--- src/rtl/pad_in_conditioner_if.sv ---
// Pad-side bundle for pad_in_conditioner: raw pad inputs in, conditioned levels/pulses out.
// The master side drives the raw pads; the conditioner uses the slave side.
interface pad_in_conditioner_if #(
    parameter int N_BTN = 4
);
    logic [N_BTN-1:0] btn_raw;
    logic             uart_sin_raw;
    logic [N_BTN-1:0] btn_level;
    logic [N_BTN-1:0] btn_press;
    logic [N_BTN-1:0] btn_release;
    logic [N_BTN-1:0] btn_long;
    logic             uart_sin_sync;

    modport master (
        output btn_raw, uart_sin_raw,
        input  btn_level, btn_press, btn_release, btn_long, uart_sin_sync
    );

    modport slave (
        input  btn_raw, uart_sin_raw,
        output btn_level, btn_press, btn_release, btn_long, uart_sin_sync
    );
endinterface

--- src/rtl/pad_in_conditioner.sv ---
// Purpose: synchronise pad inputs; debounce buttons into level + press/release (+ long-press with BTN_LONG_PRESS_EN).
// Latency: SYNC_STAGES cycles for uart_sin_sync; button commits (DB_TICKS-1)*TICK_DIV+1..DB_TICKS*TICK_DIV after sync.
// Backpressure: none; pads are sampled every clk and pulses are single-cycle.
module pad_in_conditioner #(
    parameter int N_BTN       = 4,
    parameter int SYNC_STAGES = 2,
    parameter int TICK_DIV    = 1000,
    parameter int DB_TICKS    = 250,
    parameter int CNT_W       = 16,
    parameter int LONG_TICKS  = 50000
) (
    input  logic               clk,
    input  logic               rst_n,
    pad_in_conditioner_if.slave pads
);

    typedef enum logic [1:0] {S0, C1, S1, C0} db_state_t;

    localparam logic [CNT_W-1:0] TICK_LAST = CNT_W'(TICK_DIV - 1);
    localparam logic [CNT_W-1:0] DB_LAST   = CNT_W'(DB_TICKS - 1);

    if (SYNC_STAGES < 2 || TICK_DIV < 2 || DB_TICKS < 1 || LONG_TICKS < 1) begin : g_cfg_check
        $error("pad_in_conditioner: illegal parameter set");
    end

    logic [N_BTN-1:0]       btn_sync [SYNC_STAGES];
    logic [SYNC_STAGES-1:0] uart_sync;
    logic [N_BTN-1:0]       s;

    always_ff @(posedge clk or negedge rst_n) begin
        if (!rst_n) begin
            for (int k = 0; k < SYNC_STAGES; k++) btn_sync[k] <= '0;
            uart_sync <= '1;
        end else begin
            btn_sync[0] <= pads.btn_raw;
            for (int k = 1; k < SYNC_STAGES; k++) btn_sync[k] <= btn_sync[k-1];
            uart_sync <= {uart_sync[SYNC_STAGES-2:0], pads.uart_sin_raw};
        end
    end

    assign s                  = btn_sync[SYNC_STAGES-1];
    assign pads.uart_sin_sync = uart_sync[SYNC_STAGES-1];

    // Free-running sample tick, shared by every button and never restarted.
    logic [CNT_W-1:0] presc;
    logic             tick;

    assign tick = (presc == TICK_LAST);

    always_ff @(posedge clk or negedge rst_n) begin
        if (!rst_n)    presc <= '0;
        else if (tick) presc <= '0;
        else           presc <= presc + 1'b1;
    end

    db_state_t        state     [N_BTN];
    db_state_t        state_nxt [N_BTN];
    logic [CNT_W-1:0] cnt       [N_BTN];
    logic [CNT_W-1:0] cnt_nxt   [N_BTN];
    logic [N_BTN-1:0] level_q, level_nxt;
    logic [N_BTN-1:0] press_q, press_nxt;
    logic [N_BTN-1:0] release_q, release_nxt;

    // Bounce aborts are checked every cycle and win over tick counting.
    always_comb begin
        level_nxt   = '0;
        press_nxt   = '0;
        release_nxt = '0;
        for (int i = 0; i < N_BTN; i++) begin
            state_nxt[i] = state[i];
            cnt_nxt[i]   = cnt[i];
            case (state[i])
                S0: if (s[i]) begin
                        state_nxt[i] = C1;
                        cnt_nxt[i]   = '0;
                    end
                C1: if (!s[i]) begin
                        state_nxt[i] = S0;
                        cnt_nxt[i]   = '0;
                    end else if (tick) begin
                        if (cnt[i] == DB_LAST) begin
                            state_nxt[i] = S1;
                            cnt_nxt[i]   = '0;
                            press_nxt[i] = 1'b1;
                        end else begin
                            cnt_nxt[i] = cnt[i] + 1'b1;
                        end
                    end
                S1: if (!s[i]) begin
                        state_nxt[i] = C0;
                        cnt_nxt[i]   = '0;
                    end
                C0: if (s[i]) begin
                        state_nxt[i] = S1;
                        cnt_nxt[i]   = '0;
                    end else if (tick) begin
                        if (cnt[i] == DB_LAST) begin
                            state_nxt[i]   = S0;
                            cnt_nxt[i]     = '0;
                            release_nxt[i] = 1'b1;
                        end else begin
                            cnt_nxt[i] = cnt[i] + 1'b1;
                        end
                    end
                default: begin
                    state_nxt[i] = S0;
                    cnt_nxt[i]   = '0;
                end
            endcase
            level_nxt[i] = (state_nxt[i] == S1) || (state_nxt[i] == C0);
        end
    end

    always_ff @(posedge clk or negedge rst_n) begin
        if (!rst_n) begin
            for (int i = 0; i < N_BTN; i++) begin
                state[i] <= S0;
                cnt[i]   <= '0;
            end
            level_q   <= '0;
            press_q   <= '0;
            release_q <= '0;
        end else begin
            for (int i = 0; i < N_BTN; i++) begin
                state[i] <= state_nxt[i];
                cnt[i]   <= cnt_nxt[i];
            end
            level_q   <= level_nxt;
            press_q   <= press_nxt;
            release_q <= release_nxt;
        end
    end

    assign pads.btn_level   = level_q;
    assign pads.btn_press   = press_q;
    assign pads.btn_release = release_q;

`ifdef BTN_LONG_PRESS_EN
    localparam logic [CNT_W-1:0] LONG_MAX  = CNT_W'(LONG_TICKS);
    localparam logic [CNT_W-1:0] LONG_LAST = CNT_W'(LONG_TICKS - 1);

    logic [CNT_W-1:0] hold     [N_BTN];
    logic [CNT_W-1:0] hold_nxt [N_BTN];
    logic [N_BTN-1:0] long_q, long_nxt;

    // Hold time spans C0 bounces; saturation at LONG_MAX gives one pulse per press.
    always_comb begin
        long_nxt = '0;
        for (int i = 0; i < N_BTN; i++) begin
            hold_nxt[i] = hold[i];
            if (state[i] == C1 && state_nxt[i] == S1) begin
                hold_nxt[i] = '0;
            end else if ((state[i] == S1 || state[i] == C0) && tick && hold[i] != LONG_MAX) begin
                hold_nxt[i] = hold[i] + 1'b1;
                long_nxt[i] = (hold[i] == LONG_LAST);
            end
        end
    end

    always_ff @(posedge clk or negedge rst_n) begin
        if (!rst_n) begin
            for (int i = 0; i < N_BTN; i++) hold[i] <= '0;
            long_q <= '0;
        end else begin
            for (int i = 0; i < N_BTN; i++) hold[i] <= hold_nxt[i];
            long_q <= long_nxt;
        end
    end

    assign pads.btn_long = long_q;
`else
    assign pads.btn_long = '0;
`endif

endmodule

--- src/flat_wrapper.sv ---
// flat-port wrapper written by rule: the top's interface ports become plain ports
module pad_in_conditioner_flat 
#(
    parameter int N_BTN       = 4,
    parameter int SYNC_STAGES = 2,
    parameter int TICK_DIV    = 1000,
    parameter int DB_TICKS    = 250,
    parameter int CNT_W       = 16,
    parameter int LONG_TICKS  = 50000
)
  (clk, rst_n, pads_btn_raw, pads_uart_sin_raw, pads_btn_level, pads_btn_press, pads_btn_release, pads_btn_long, pads_uart_sin_sync);
  pad_in_conditioner_if #(.N_BTN(N_BTN)) pads_i ();
  input  logic clk;
  input  logic rst_n;
  input wire logic [$bits(pads_i.btn_raw)-1:0] pads_btn_raw;
  input wire logic [$bits(pads_i.uart_sin_raw)-1:0] pads_uart_sin_raw;
  output wire logic [$bits(pads_i.btn_level)-1:0] pads_btn_level;
  output wire logic [$bits(pads_i.btn_press)-1:0] pads_btn_press;
  output wire logic [$bits(pads_i.btn_release)-1:0] pads_btn_release;
  output wire logic [$bits(pads_i.btn_long)-1:0] pads_btn_long;
  output wire logic [$bits(pads_i.uart_sin_sync)-1:0] pads_uart_sin_sync;
  assign pads_i.btn_raw = pads_btn_raw;
  assign pads_i.uart_sin_raw = pads_uart_sin_raw;
  assign pads_btn_level = pads_i.btn_level;
  assign pads_btn_press = pads_i.btn_press;
  assign pads_btn_release = pads_i.btn_release;
  assign pads_btn_long = pads_i.btn_long;
  assign pads_uart_sin_sync = pads_i.uart_sin_sync;
  pad_in_conditioner #(.N_BTN(N_BTN), .SYNC_STAGES(SYNC_STAGES), .TICK_DIV(TICK_DIV), .DB_TICKS(DB_TICKS), .CNT_W(CNT_W), .LONG_TICKS(LONG_TICKS)) u_core (.clk(clk), .rst_n(rst_n), .pads(pads_i));
endmodule
--- config.mk ---
export PLATFORM = sky130hd
export DESIGN_NAME = pad_in_conditioner_flat
export DESIGN_NICKNAME = d
export VERILOG_FILES = /design/src/rtl/pad_in_conditioner_if.sv /design/src/rtl/pad_in_conditioner.sv /design/src/flat_wrapper.sv
export SDC_FILE = /design/constraint.sdc
export NUM_CORES = 1
export LEC_CHECK = 0
export CORE_MARGIN = 2
export CORE_UTILIZATION = 60
export CTS_BUF_LIST = sky130_fd_sc_hd__clkbuf_16
export CTS_CLUSTER_DIAMETER = 120
export CTS_CLUSTER_SIZE = 16
export DETAILED_ROUTE_END_ITERATION = 10
export HOLD_SLACK_MARGIN = 0.1
export PLACE_DENSITY = 0.75
export SLEW_MARGIN = 15
export SYNTH_ARGS = -nofsm -noshare
export SYNTH_HDL_FRONTEND = slang
export SYNTH_SLANG_ARGS = --single-unit
--- constraint.sdc ---
create_clock -name clk -period 5.2 [get_ports clk]
set_clock_uncertainty 0.15 [all_clocks]
set_input_delay 0.78 -clock clk [delete_from_list [all_inputs] [get_ports clk]]
set_output_delay 0.78 -clock clk [all_outputs]
set_load 0.01 [all_outputs]
# Word-level counts from Yosys, hierarchy flattened
# Index checks and enable logic that the tools add are counted.
[totals]
reg_bits = 110
input_bits = 7
out_inout_bits = 17
wordCells = 154
[classes]
addsub = 5
eq_ne = 33
n_mux = 89
reduce_logical = 12
[ops]
columns = ["operator", "count"]
rows = [
  ["$mux 16", 25],
  ["$pmux 16 s4", 4],
  ["$add 16x1->16 const B", 5],
  ["$eq 16x8->1 const B", 4],
  ["$mux 2", 32],
  ["$eq 2x2->1 const B", 16],
  ["$pmux 2 s4", 4],
  ["$mux 1", 24],
  ["$eq 16x10->1 const B", 1],
  ["$eq 2x1->1 const B", 4],
  ["$logic_not 2->1", 4],
  ["$ne 2x1->1 const B", 4],
  ["$ne 2x2->1 const B", 4],
  ["$reduce_and 2->1", 4],
  ["$logic_or 1x1->1", 4],
]

# Logic depth before layout (Yosys ltp)
# Gate-level depths: netlist (run 1).
[logic_depth]
ltp_word = 7
mapped_depth = 9
ltp_nobuf = 7

# Worst setup path before layout (run 1)
# No wires, ideal clock.
[synth_timing]
path_kind = "flip-flop to flip-flop"
from = "register u_core.presc[3]"
to = "register u_core.cnt[31] (netlist name)"
setup_time_ns = 0.069
arrival_ns = 2.314
t_required_ns = 4.981
setup_slack_ns = 2.668
stages_incl_launch_ff = 7
n_path_buf = 1
synth_period_minus_slack_ns = 2.532
path_cell_list = "dfrtp_1 -> or4b_4 -> nor4_4 -> buf_2 -> nand3_1 -> or4b_1 -> nand3_1"
[synth_via]
elab_chain_cells = 4
elab_cells_between_ends = 5
classes_between = "eq/ne: 1; mux: 4"
[synth_rtl]
columns = ["item", "line_no", "text"]
rows = [
  ["start, declared", "pad_in_conditioner.sv:45", "logic [CNT_W-1:0] presc;"],
  ["start signal, assigned", "pad_in_conditioner.sv:53", "else presc <= presc + 1'b1;"],
  ["$eq 16x10->1 (*)", "pad_in_conditioner.sv:48", "assign tick = (presc == TICK_LAST);"],
  ["$mux 16 (*)", "--", ""],
  ["$mux 16 (on tied branches)", "--", ""],
  ["$pmux 16 s4 (*)", "--", ""],
  ["end signal, assigned by index", "pad_in_conditioner.sv:126", "cnt[i] <= cnt_nxt[i];"],
  ["end, declared", "pad_in_conditioner.sv:58", "logic [CNT_W-1:0] cnt [N_BTN];"],
]
# Every way passes the cells marked *; elsewhere a longest branch is shown, timed or not.
# A chain may end at the register's enable or synchronous reset.

# Final worst setup path (run 1)
[layout_timing]
from = "register u_core.presc[3]"
to = "register u_core.cnt[44] (netlist name)"
# The elaborated chain is that of the path after synthesis.

==> summary.md, run 1 <==
| Metric | Value |
|---|---|
| WP data arrival | `3200 ps` |
| Fin. Hold Viols | `0` |
| Startpoint Class | `flip-flop` |
| P&R area growth vs syn | `9.96%` |
| Post-detail-place hpwl | `8090 um` |
| Mapped Area | `5650 um2` |
| Worst reg2reg endpoint | `u_core.cnt[44]` |
| Post-Place Cell Area | `5910 um2` |
| Pwr/cell area | `264 nW/um2` |
| Largest net degree at the start of global routing | `65` |
| Non-filler cells, final | `711` |
| Post-cts sizing count | `0` |
| DR vias/cell | `6.65` |
| Post-synth top area share | `47.8%` |
| Ys Warns | `0` |
| Synth Register Bits | `110` |
| Cells along the critical path | `or4b_4 > nor4_4 > buf_4 > nand4_1 > or4_1 > o211ai_1` |
| Hold Crit Class | `reg -> reg` |
| Unrepaired setup endpoints after global routing | `no` |
| Drc violations | `0` |
| Die area | `10,200 um2` |
| Post-CTS Setup Bufs | `0` |
| DRT Pass-1 Iters | `4` |
| Ant diodes | `0` |
| Critical hold path startpoint | `u_core.btn_sync[7]` |
| GRT Util Overall | `25.9%` |
| Vias in the first global route | `4,534` |
| DR vias | `4,729` |
| Die Y | `101 um` |
| Critical-path maximum fanout | `29` |
| Total Neg Setup Slack | `0 ps` |
| FMAX | `0.325 GHz` |
| Final setup violation count | `0` |
| Initial antenna violation count | `0` |
| Die Wd | `101 um` |
| Most frequent cells in the layout | `dfrtp_1 (108), nand2_1 (55), nand3_1 (49)` |
| Initial Utilization | `61.5%` |
| Routed Antenna Nets | `0` |
| Post-place setup slack | `2170 ps` |
| Worst reg2reg path startpoint | `u_core.presc[3]` |
| Slew Limit Fails | `0` |
| Mean Syn Cell Area | `9.64 um2` |
| Slew margin rel. | `36.6%` |
| Max-Cap Viols | `0` |
| Worst slew pin tran | `approximately 950 ps` |
| Most common cell after layout, fill and taps aside | `dfrtp_1` |
| Share of layout cells above drive strength 1 | `7.17%` |
| Post-synth ARST share | `100%` |
| Critical Path Sink | `u_core.cnt[44]` |
| Required @ worst endpoint | `between 5000 and 6000 ps` |
| R2R Setup Slk | `between 2000 and 2500 ps` |
| I/O Buffers | `19` |
| NumNets Final | `611` |
| Row count | `35` |
| Crit path capture type | `flip-flop` |
| Clk sink count | `110` |
| Leakage Power | `between 2 and 3 nW` |
| CTS Buffer Depth | `2` |
| Design area | `6210 um2` |
| Mapped Cells | `about 590` |
| Ys flop type | `dfrtp_1` |
| Area of the core | `9200 um2` |
| CTS H-Tree Depth | `3` |
| Yosys cell types | `52` |
| Ranking of synthesized cells by area | `dfrtp_1 (48%), nand3_1 (4.3%), a31oi_1 (4.0%), nand2_1 (3.7%), a21oi_1 (3.1%)` |
| Final WS setup | `approximately 2100 ps` |
| Yosys top cell by area | `dfrtp_1` |
| Crit path from | `u_core.presc[3]` |
| Final worst path period need | `3080 ps` |
| Global placement routability congestion | `0.887` |
| Drt wl/cell | `about 17 um` |
| CTS tree | `yes` |
| Hold Buf Count CTS | `0` |
| VDD IR max | `0.228 mV` |
| Status | `completed` |
| Placed Cells | `about 700` |
| Overflow after GRT | `0` |
| Final period utilization | `59.2%` |
| Critical Path Max Stage Delay | `between 600 and 700 ps` |
| R2R cell count | `6` |
| First-pass GRT wire length | `roughly 21,000 um` |
| WL final | `roughly 12,000 um` |
| CTS Buf Count | `9` |
| Top-level I/O count | `24` |
| Starting DRT DRC Count | `248` |
| Max stage delay cell, worst path | `or4_1` |
| Power Total | `0.00164 W` |
| Clk slew on worst S/H paths | `70 ps` |
| Fill cell total of the finished layout | `714` |
| Number of flops mapped to enable cells by yosys | `0` |
| Hold path depth | `0` |
| Sequential fraction of the synthesis area | `between 40% and 50%` |
| Root Buffer | `clkbuf_16` |
| Setup CP Type | `reg -> reg` |
| Clk Latency, worst-skew pair | `360 ps` |
-- cells by family (layout without fill, tap and decap cells) --
kind of cell             Yosys count  after routing  synth area share (%)
AO/OA/AOI/OAI                    135            135                  14.9
AND/OR/NAND/NOR                  255            255                  25.2
buffers and inverters             41             52                  3.08
XOR/XNOR                          18             18                  2.79
flip-flops                       110            110                  48.7
multiplexers                      17             17                  3.19
adder cells (fa/ha/maj)            9              9                  1.99
other                              1              4                0.0664
-- flip-flops by register name, indices dropped and copies added, names as in the netlist --
name and cells:
u_core.cnt 64, u_core.presc 16, u_core.state 8, u_core.btn_sync 4, u_core.pads.btn_level 4, u_core.pads.btn_press 4
u_core.pads.btn_release 4, u_core.s 4, u_core.uart_sync 2
-- area by class of cell --
type / instances / area (um2) / area share (%)
tap: 111 / 139 / 2.23
inverter: 10 / 37.5 / 0.604
clock buffer: 9 / 225 / 3.62
timing repair buffer: 26 / 240 / 3.87
sequential: 110 / 2760 / 44.3
multi-input combinational: 438 / 2740 / 44.1
clock inverter: 7 / 80.1 / 1.29
-- cell usage after synthesis (all sizes together), types with 9 or more instances --
library cell	number
ha	9
and3	13
o21ai	24
mux2i	9
a31oi	36
nand4	24
a41oi	11
nor3b	9
or4	9
a21oi	35
nor2	29
and2	13
clkbuf	22
nand3	49
buf	9
and4	12
xor2	10
nor3	11
o211ai	10
a21o	9
inv	10
nand2	55
dfrtp	108
-- worst min path at each step --
stage               slack [ps]           to
floorplan                  180  u_core.s[0]
global placement           180  u_core.s[0]
detailed placement         190  u_core.s[0]
CTS                        200  u_core.s[3]
global route               210  u_core.s[0]
finish                     200  u_core.s[3]
-- worst max-delay path: cells and delay by family, from the launching register on --
kind	cells	cell delay, ps
DFF	1	450
and+or+nand+nor	4	1940
buffers and inverters	1	350
AOI/OAI and AO/OA	1	110
-- power breakdown --
part / switching (W) / internal [W]
Clock: 0.000329 / 0.000381
Sequential: 0.00000416 / 0.000861
Combinational: 0.0000491 / 0.0000178
-- per-stage QoR --
step	hold slack, ps	utilization (%)
after CTS	204	67.5
after global placement	182	64.2
final	202	67.6
after global routing	209	67.6
after floorplan	181	-
after detailed placement	188	64.2
-- per-layer routing --
metal	routed length, um	track usage (%)
met2	6150	43.0
met4	190	8.32
met1	5210	32.9
met5	0	0
met3	606	7.14
No activity file was read; power rests on OpenSTA's default activity.
==> run 2: changes to the inputs <==
clock period = 3 ns   (was 5.2 ns; I/O delays follow)
==> run 2 against run 1 <==
Compared with the run above:
- register-to-register slack worse by 1900 ps
- critical path depth is 2 higher
- cell count rose by 1.3%
- core utilization increased by 0.88 points
- via count increased by 0.59%
- routed wire length down 2.4%
- sequential share of layout area shrank 0.57 points
- combinational power up 82%
- global-route usage fell by 1.2 points
==> summary.md, run 2 (same netlist as run 1, synthesis figures left out) <==
| Metric | Value |
|---|---|
| Status | `completed (unchanged)` |
| Biggest register | `u_core.cnt (unchanged)` |
| Crit path from | `u_core.presc[3] (unchanged)` |
| Most frequent cells in the layout | `dfrtp_1 (108), nand2_1 (55), nand3_1 (49) (unchanged)` |
| Pint | `0.00217 W (was 0.00126 W)` |
| Max-Cap Viols | `0 (unchanged)` |
| Die Wd | `101 um (unchanged)` |
| Drt wl/cell | `16.5 um (was 17.1 um)` |
| Starting DRT DRC Count | `221 (was 248)` |
| Post-Place Cell Area | `5990 um2 (was 5910 um2)` |
| Hold Crit Class | `reg -> reg (unchanged)` |
| I/O Buffers | `19 (unchanged)` |
| Worst reg2reg path startpoint | `u_core.presc[3] (unchanged)` |
| Leakage Power | `2.67 nW (was 2.62 nW)` |
| Root Buffer | `clkbuf_16 (unchanged)` |
| Required @ worst endpoint | `3080 ps (was 5320 ps)` |
| Slew Limit Fails | `0 (unchanged)` |
| Critical-path maximum fanout | `32 (was 29)` |
| Overflow after GRT | `0 (unchanged)` |
| DRT Pass-1 Iters | `5 (was 4)` |
| Post-cts sizing count | `0 (unchanged)` |
| Pwr/cell area | `443 nW/um2 (was 264 nW/um2)` |
| Global placement routability congestion | `0.845 (was 0.887)` |
| Switching Share | `22.2% (was 23.3%)` |
| Crit path capture type | `flip-flop (unchanged)` |
| DR vias | `4,757 (was 4,729)` |
| Unrepaired setup endpoints after global routing | `no (unchanged)` |
| Initial Utilization | `61.5% (unchanged)` |
| Final worst path period need | `2770 ps (was 3080 ps)` |
| Final period utilization | `92.5% (was 59.2%)` |
| Startpoint Class | `flip-flop (unchanged)` |
| Final setup violation count | `0 (unchanged)` |
| NetSw | `0.000618 W (was 0.000382 W)` |
| WL final | `11,900 um (was 12,200 um)` |
| Ant diodes | `0 (unchanged)` |
| NumNets Final | `620 (was 611)` |
| Total Neg Setup Slack | `0 ps (unchanged)` |
| Clk slew on worst S/H paths | `70 ps (about the same)` |
| DR vias/cell | `6.61 (was 6.65)` |
| GRT Util Overall | `24.7% (was 25.9%)` |
| CTS tree | `yes (unchanged)` |
| Die Y | `101 um (unchanged)` |
| Share of layout cells above drive strength 1 | `8.05% (was 7.17%)` |
| Fin. Hold Viols | `0 (unchanged)` |
| Comb pwr share | `4.4% (was 4.1%)` |
| Vias in the first global route | `4,417 (was 4,534)` |
| Most common cell after layout, fill and taps aside | `dfrtp_1 (unchanged)` |
| Routed Antenna Nets | `0 (unchanged)` |
| Flop pwr share | `53.8% (was 52.7%)` |
| Worst slew pin tran | `817 ps (was 950 ps)` |
| Clk Latency, worst-skew pair | `350 ps (was 360 ps)` |
| First-pass GRT wire length | `20,500 um (was 21,000 um)` |
| Die area | `10,200 um2 (unchanged)` |
| Initial antenna violation count | `0 (unchanged)` |
| Post-detail-place hpwl | `7940 um (was 8090 um)` |
| Design area | `6300 um2 (was 6210 um2)` |
| Drc violations | `0 (unchanged)` |
| Critical hold path startpoint | `u_core.btn_sync[4] (was u_core.btn_sync[7])` |
| CTS H-Tree Depth | `3 (unchanged)` |
| P&R area growth vs syn | `11.4% (was 9.96%)` |
| CTS Buffer Depth | `2 (unchanged)` |
| CTS Buf Count | `9 (unchanged)` |
| Largest net degree at the start of global routing | `66 (was 65)` |
| WP data arrival | `2850 ps (was 3200 ps)` |
| Setup CP Type | `reg -> reg (unchanged)` |
| Clk sink count | `110 (unchanged)` |
| Largest registers | `u_core.cnt: 64 flops, u_core.presc: 16 flops, u_core.state: 8 flops (unchanged)` |
| Top-level I/O count | `24 (unchanged)` |
| Clock share of power | `41.8% (was 43.2%)` |
| VDD IR max | `0.343 mV (was 0.228 mV)` |
| Slew margin rel. | `45.3% (was 36.6%)` |
| Area of the core | `9200 um2 (unchanged)` |
| Row count | `35 (unchanged)` |
| FMAX | `0.360 GHz (was 0.325 GHz)` |
| Max reg flops | `64 (unchanged)` |
run 2: cell types whose count changed in the layout (fill, tap and decap cells not counted):
cell	before	now
inv_8	1	0
clkinv_4	1	0
buf_4	8	14
inv_1	10	12
buf_12	0	2
inv_6	2	1
dlygate4sd3_1	0	1
clkinvlp_4	1	2
run 2: cell type report:
| cell class | count | area (um2) |
|---|---|---|
| Inverter | 10 | 37.5 |
| Multi-Input combinational cell | 438 | 2740 |
| Clock buffer | 9 | 225 |
| Clock inverter | 7 | 66.3 |
| Sequential cell | 110 | 2760 |
| Timing Repair Buffer | 35 | 335 |
| Tap cell | 111 | 139 |
| Fill cell | 733 | 2900 |
run 2: path summary, 6_finish.rpt:
kind,to,slack (ps),cells after the start
hold / removal,u_core.s[0],200,0
hold reg to reg,u_core.s[0],200,0
max in group asynchronous,u_core.uart_sync[0],1370,3
min in group asynchronous,u_core.state[0],600,2
setup reg to reg,u_core.cnt[23],230,8
setup / recovery,u_core.cnt[23],230,8
run 2: per-stage QoR:
stage	util [%]	total power, W	hold slack [ps]	std cells	setup slack, ps
final	68.5	0.00279	200	720	226
after global routing	68.5	0.00289	205	720	64.3
after floorplan	-	0.00159	4.41	589	468
after detailed placement	65.1	0.00165	185	703	173
after CTS	68.4	0.00282	201	720	186
after global placement	65.1	0.00165	184	703	312
run 2: routing by layer:
metal  track usage, %  share of wire (%)
met5                0                  0
met4             7.90                1.2
met3             4.37                5.3
met2             40.3                 50
met1             33.6                 44
run 2: timing repair:
| item | 4_1_cts | 5_1_grt |
|---|---|---|
| hold endpoints to repair | 63 | 0 |
| buffers inserted | 0 | 0 |
| hold buffers | 1 | 0 |
run 2: worst max-delay path, stage by stage (launching register included):
cell and delay, ps:
dfrtp_1 440, or4b_4 580, nor4_4 430, buf_12 240, a21oi_1 200, buf_4 240
buf_4 150, a21oi_1 120, mux2i_1 100
run 2: power groups by stage:
stage          sequential [W]  combinational (W)  clock [W]
2_1_floorplan         0.00153          0.0000644          0
3_3_place_gp          0.00153           0.000119          0
3_5_place_dp          0.00153           0.000122          0
4_1_cts               0.00150           0.000124    0.00119
5_1_grt               0.00150           0.000138    0.00125
6_report              0.00150           0.000122    0.00117
==> run 3: changes to the inputs <==
--- a/config.mk
+++ b/config.mk
@@ -13,4 +13,5 @@
 export DETAILED_ROUTE_END_ITERATION = 10
 export HOLD_SLACK_MARGIN = 0.1
+export MAX_ROUTING_LAYER = met4
 export PLACE_DENSITY = 0.75
 export SLEW_MARGIN = 15
==> constraint.sdc (replaced) <==
create_clock -name clk -period 3 [get_ports clk]
set_clock_uncertainty 0.15 [all_clocks]
set_input_delay 0.45 -clock clk [delete_from_list [all_inputs] [get_ports clk]]
set_output_delay 0.45 -clock clk [all_outputs]
set_load 0.005 [all_outputs]
==> run 3 against run 2 <==
Compared with the run above:
- first-iteration DRC count down 3.6%
- clock-buffer cell count stayed put
- setup slack improved by 1.8 ps
- sequential power barely moved
- non-clock buffer count unchanged
==> summary.md, run 3 (same netlist as run 1, synthesis figures left out) <==
| Metric | Value |
|---|---|
| Max-Cap Viols | `0 (unchanged)` |
| Drc violations | `0 (unchanged)` |
| Required @ worst endpoint | `3080 ps (about the same)` |
| Final hold slack | `200 ps (about the same)` |
| CTS H-Tree Depth | `3 (unchanged)` |
| Multi-input gate area | `2740 um2 (unchanged)` |
| CTS Buf Count | `9 (unchanged)` |
| Post-cts sizing count | `0 (unchanged)` |
| Overflow after GRT | `0 (unchanged)` |
| VDD IR max | `0.344 mV (was 0.343 mV)` |
| Die Y | `101 um (unchanged)` |
| CTS Buffer Depth | `2 (unchanged)` |
| Slew margin rel. | `45.1% (was 45.3%)` |
| CP top delay family | `simple AND/OR/NAND/NOR gates (unchanged)` |
| Total Neg Setup Slack | `0 ps (unchanged)` |
| Most frequent cells in the layout | `dfrtp_1 (108), nand2_1 (55), nand3_1 (49) (unchanged)` |
| Final setup violation count | `0 (unchanged)` |
| Pwr/cell area | `443 nW/um2 (about the same)` |
| Buf+Inv Stages, Crit Path | `3 (unchanged)` |
| Fin. Hold Viols | `0 (unchanged)` |
| Biggest register | `u_core.cnt (unchanged)` |
| Ant diodes | `0 (unchanged)` |
| P&R area growth vs syn | `11.4% (unchanged)` |
| Met3 Use GR | `4.23% (was 4.37%)` |
| Critical-path maximum fanout | `32 (unchanged)` |
| Register area | `2760 um2 (unchanged)` |
| Hold Crit Class | `reg -> reg (unchanged)` |
| Met1 Use GR | `33.7% (was 33.6%)` |
| Final WS setup | `228 ps (was 226 ps)` |
| First-pass GRT wire length | `20,500 um (unchanged)` |
| Vias in the first global route | `4,419 (was 4,417)` |
| Busiest grt layer | `met2 (unchanged)` |
| DRT Pass-1 Iters | `5 (unchanged)` |
| Top-level I/O count | `24 (unchanged)` |
| FMAX | `0.361 GHz (was 0.360 GHz)` |
| WL final | `11,900 um (about the same)` |
| Post-place setup slack | `173 ps (unchanged)` |
| Critical Path Max Stage Delay | `580 ps (about the same)` |
| NumNets Final | `620 (unchanged)` |
| Clk slew on worst S/H paths | `70 ps (about the same)` |
| Initial Utilization | `61.5% (unchanged)` |
| Crit path capture type | `flip-flop (unchanged)` |
| Row count | `35 (unchanged)` |
| Die Wd | `101 um (unchanged)` |
| Final worst path period need | `2770 ps (about the same)` |
| Clk Latency, worst-skew pair | `350 ps (about the same)` |
| Area of the core | `9200 um2 (unchanged)` |
| DR vias/cell | `6.55 (was 6.61)` |
| DR vias | `4,719 (was 4,757)` |
| Die area | `10,200 um2 (unchanged)` |
| Leakage Power | `2.67 nW (unchanged)` |
| Slew Limit Fails | `0 (unchanged)` |
| Unrepaired setup endpoints after global routing | `no (unchanged)` |
| WP data arrival | `2850 ps (about the same)` |
| I/O Buffers | `19 (unchanged)` |
| Setup CP Type | `reg -> reg (unchanged)` |
| Largest net degree at the start of global routing | `66 (unchanged)` |
| Fill cell total of the finished layout | `733 (unchanged)` |
| Most common cell after layout, fill and taps aside | `dfrtp_1 (unchanged)` |
| Routed Antenna Nets | `0 (unchanged)` |
| Grt met2 use | `40.3% (unchanged)` |
| Clk sink count | `110 (unchanged)` |
| Worst slew pin tran | `823 ps (was 817 ps)` |
| Starting DRT DRC Count | `213 (was 221)` |
| CTS tree | `yes (unchanged)` |
| Initial antenna violation count | `0 (unchanged)` |
| Root Buffer | `clkbuf_16 (unchanged)` |
| R2R Setup Slk | `230 ps (about the same)` |
| Cells along the critical path | `or4b_4 > nor4_4 > buf_12 > a21oi_1 > buf_4 > buf_4 > a21oi_1 > mux2i_1 (unchanged)` |
| Share of layout cells above drive strength 1 | `8.05% (unchanged)` |
| GRT Util Overall | `25.4% (was 24.7%)` |
| Status | `completed (unchanged)` |
| Largest registers | `u_core.cnt: 64 flops, u_core.presc: 16 flops, u_core.state: 8 flops (unchanged)` |
| Max stage delay cell, worst path | `or4b_4 (unchanged)` |
| Drt wl/cell | `16.5 um (about the same)` |
| Startpoint Class | `flip-flop (unchanged)` |
| Max reg flops | `64 (unchanged)` |
| Post-detail-place hpwl | `7940 um (unchanged)` |
| Final period utilization | `92.4% (was 92.5%)` |
| Global placement routability congestion | `0.858 (was 0.845)` |
[run 3: path summary, 6_finish.rpt]
| kind | cells after the start | from | to |
|---|---|---|---|
| setup / recovery | 8 | u_core.presc[3] | u_core.cnt[23] |
| hold / removal | 0 | u_core.btn_sync[4] | u_core.s[0] |
| max in group asynchronous | 3 | rst_n | u_core.uart_sync[0] |
| hold reg to reg | 0 | u_core.btn_sync[4] | u_core.s[0] |
| setup reg to reg | 8 | u_core.presc[3] | u_core.cnt[23] |
| min in group asynchronous | 2 | rst_n | u_core.state[0] |
[run 3: timing repair]
item	4_1_cts	5_1_grt
hold buffers	1	0
buffers inserted	0	0
endpoints found under the hold margin	63	0
[run 3: worst reg2reg max path, cell delays in order (launching register included)]
cell     delay [ps]
dfrtp_1         440
or4b_4          580
nor4_4          430
buf_12          240
a21oi_1         210
buf_4           240
buf_4           150
a21oi_1         120
mux2i_1         100
[run 3: report_power, final]
| group | internal (W) | switching [W] | leakage, nW |
|---|---|---|---|
| registers | 0.00149 | 0.00000769 | 1.49 |
| clock network | 0.000643 | 0.000524 | 0.144 |
| logic | 0.0000360 | 0.0000848 | 1.04 |
| total | 0.00217 | 0.000617 | 2.67 |
[run 3: layout make-up]
type	count	share of cell area, %
Sequential cell	110	43.8
Timing Repair Buffer	35	5.33
Multi-Input combinational cell	438	43.5
Tap cell	111	2.21
Clock inverter	7	1.05
Clock buffer	9	3.58
Inverter	10	0.596
[run 3: layer usage]
metal / vias up / wire length [um] / share of wire (%)
met4: 0 / 154 / 1.3
li1: 2238 / - / -
met3: 23 / 571 / 4.8
met1: 2307 / 5260 / 44
met5: - / 0 / 0
met2: 151 / 5890 / 50
[run 3: through the flow]
step / utilization [%] / instances / area, um2 / power, W
final: 68.5 / 720 / 6300 / 0.00279
after global routing: 68.5 / 720 / 6300 / 0.00289
after CTS: 68.4 / 720 / 6290 / 0.00282
after detailed placement: 65.1 / 703 / 5990 / 0.00165
after global placement: 65.1 / 703 / 5990 / 0.00165
after floorplan: - / 589 / 5660 / 0.00159
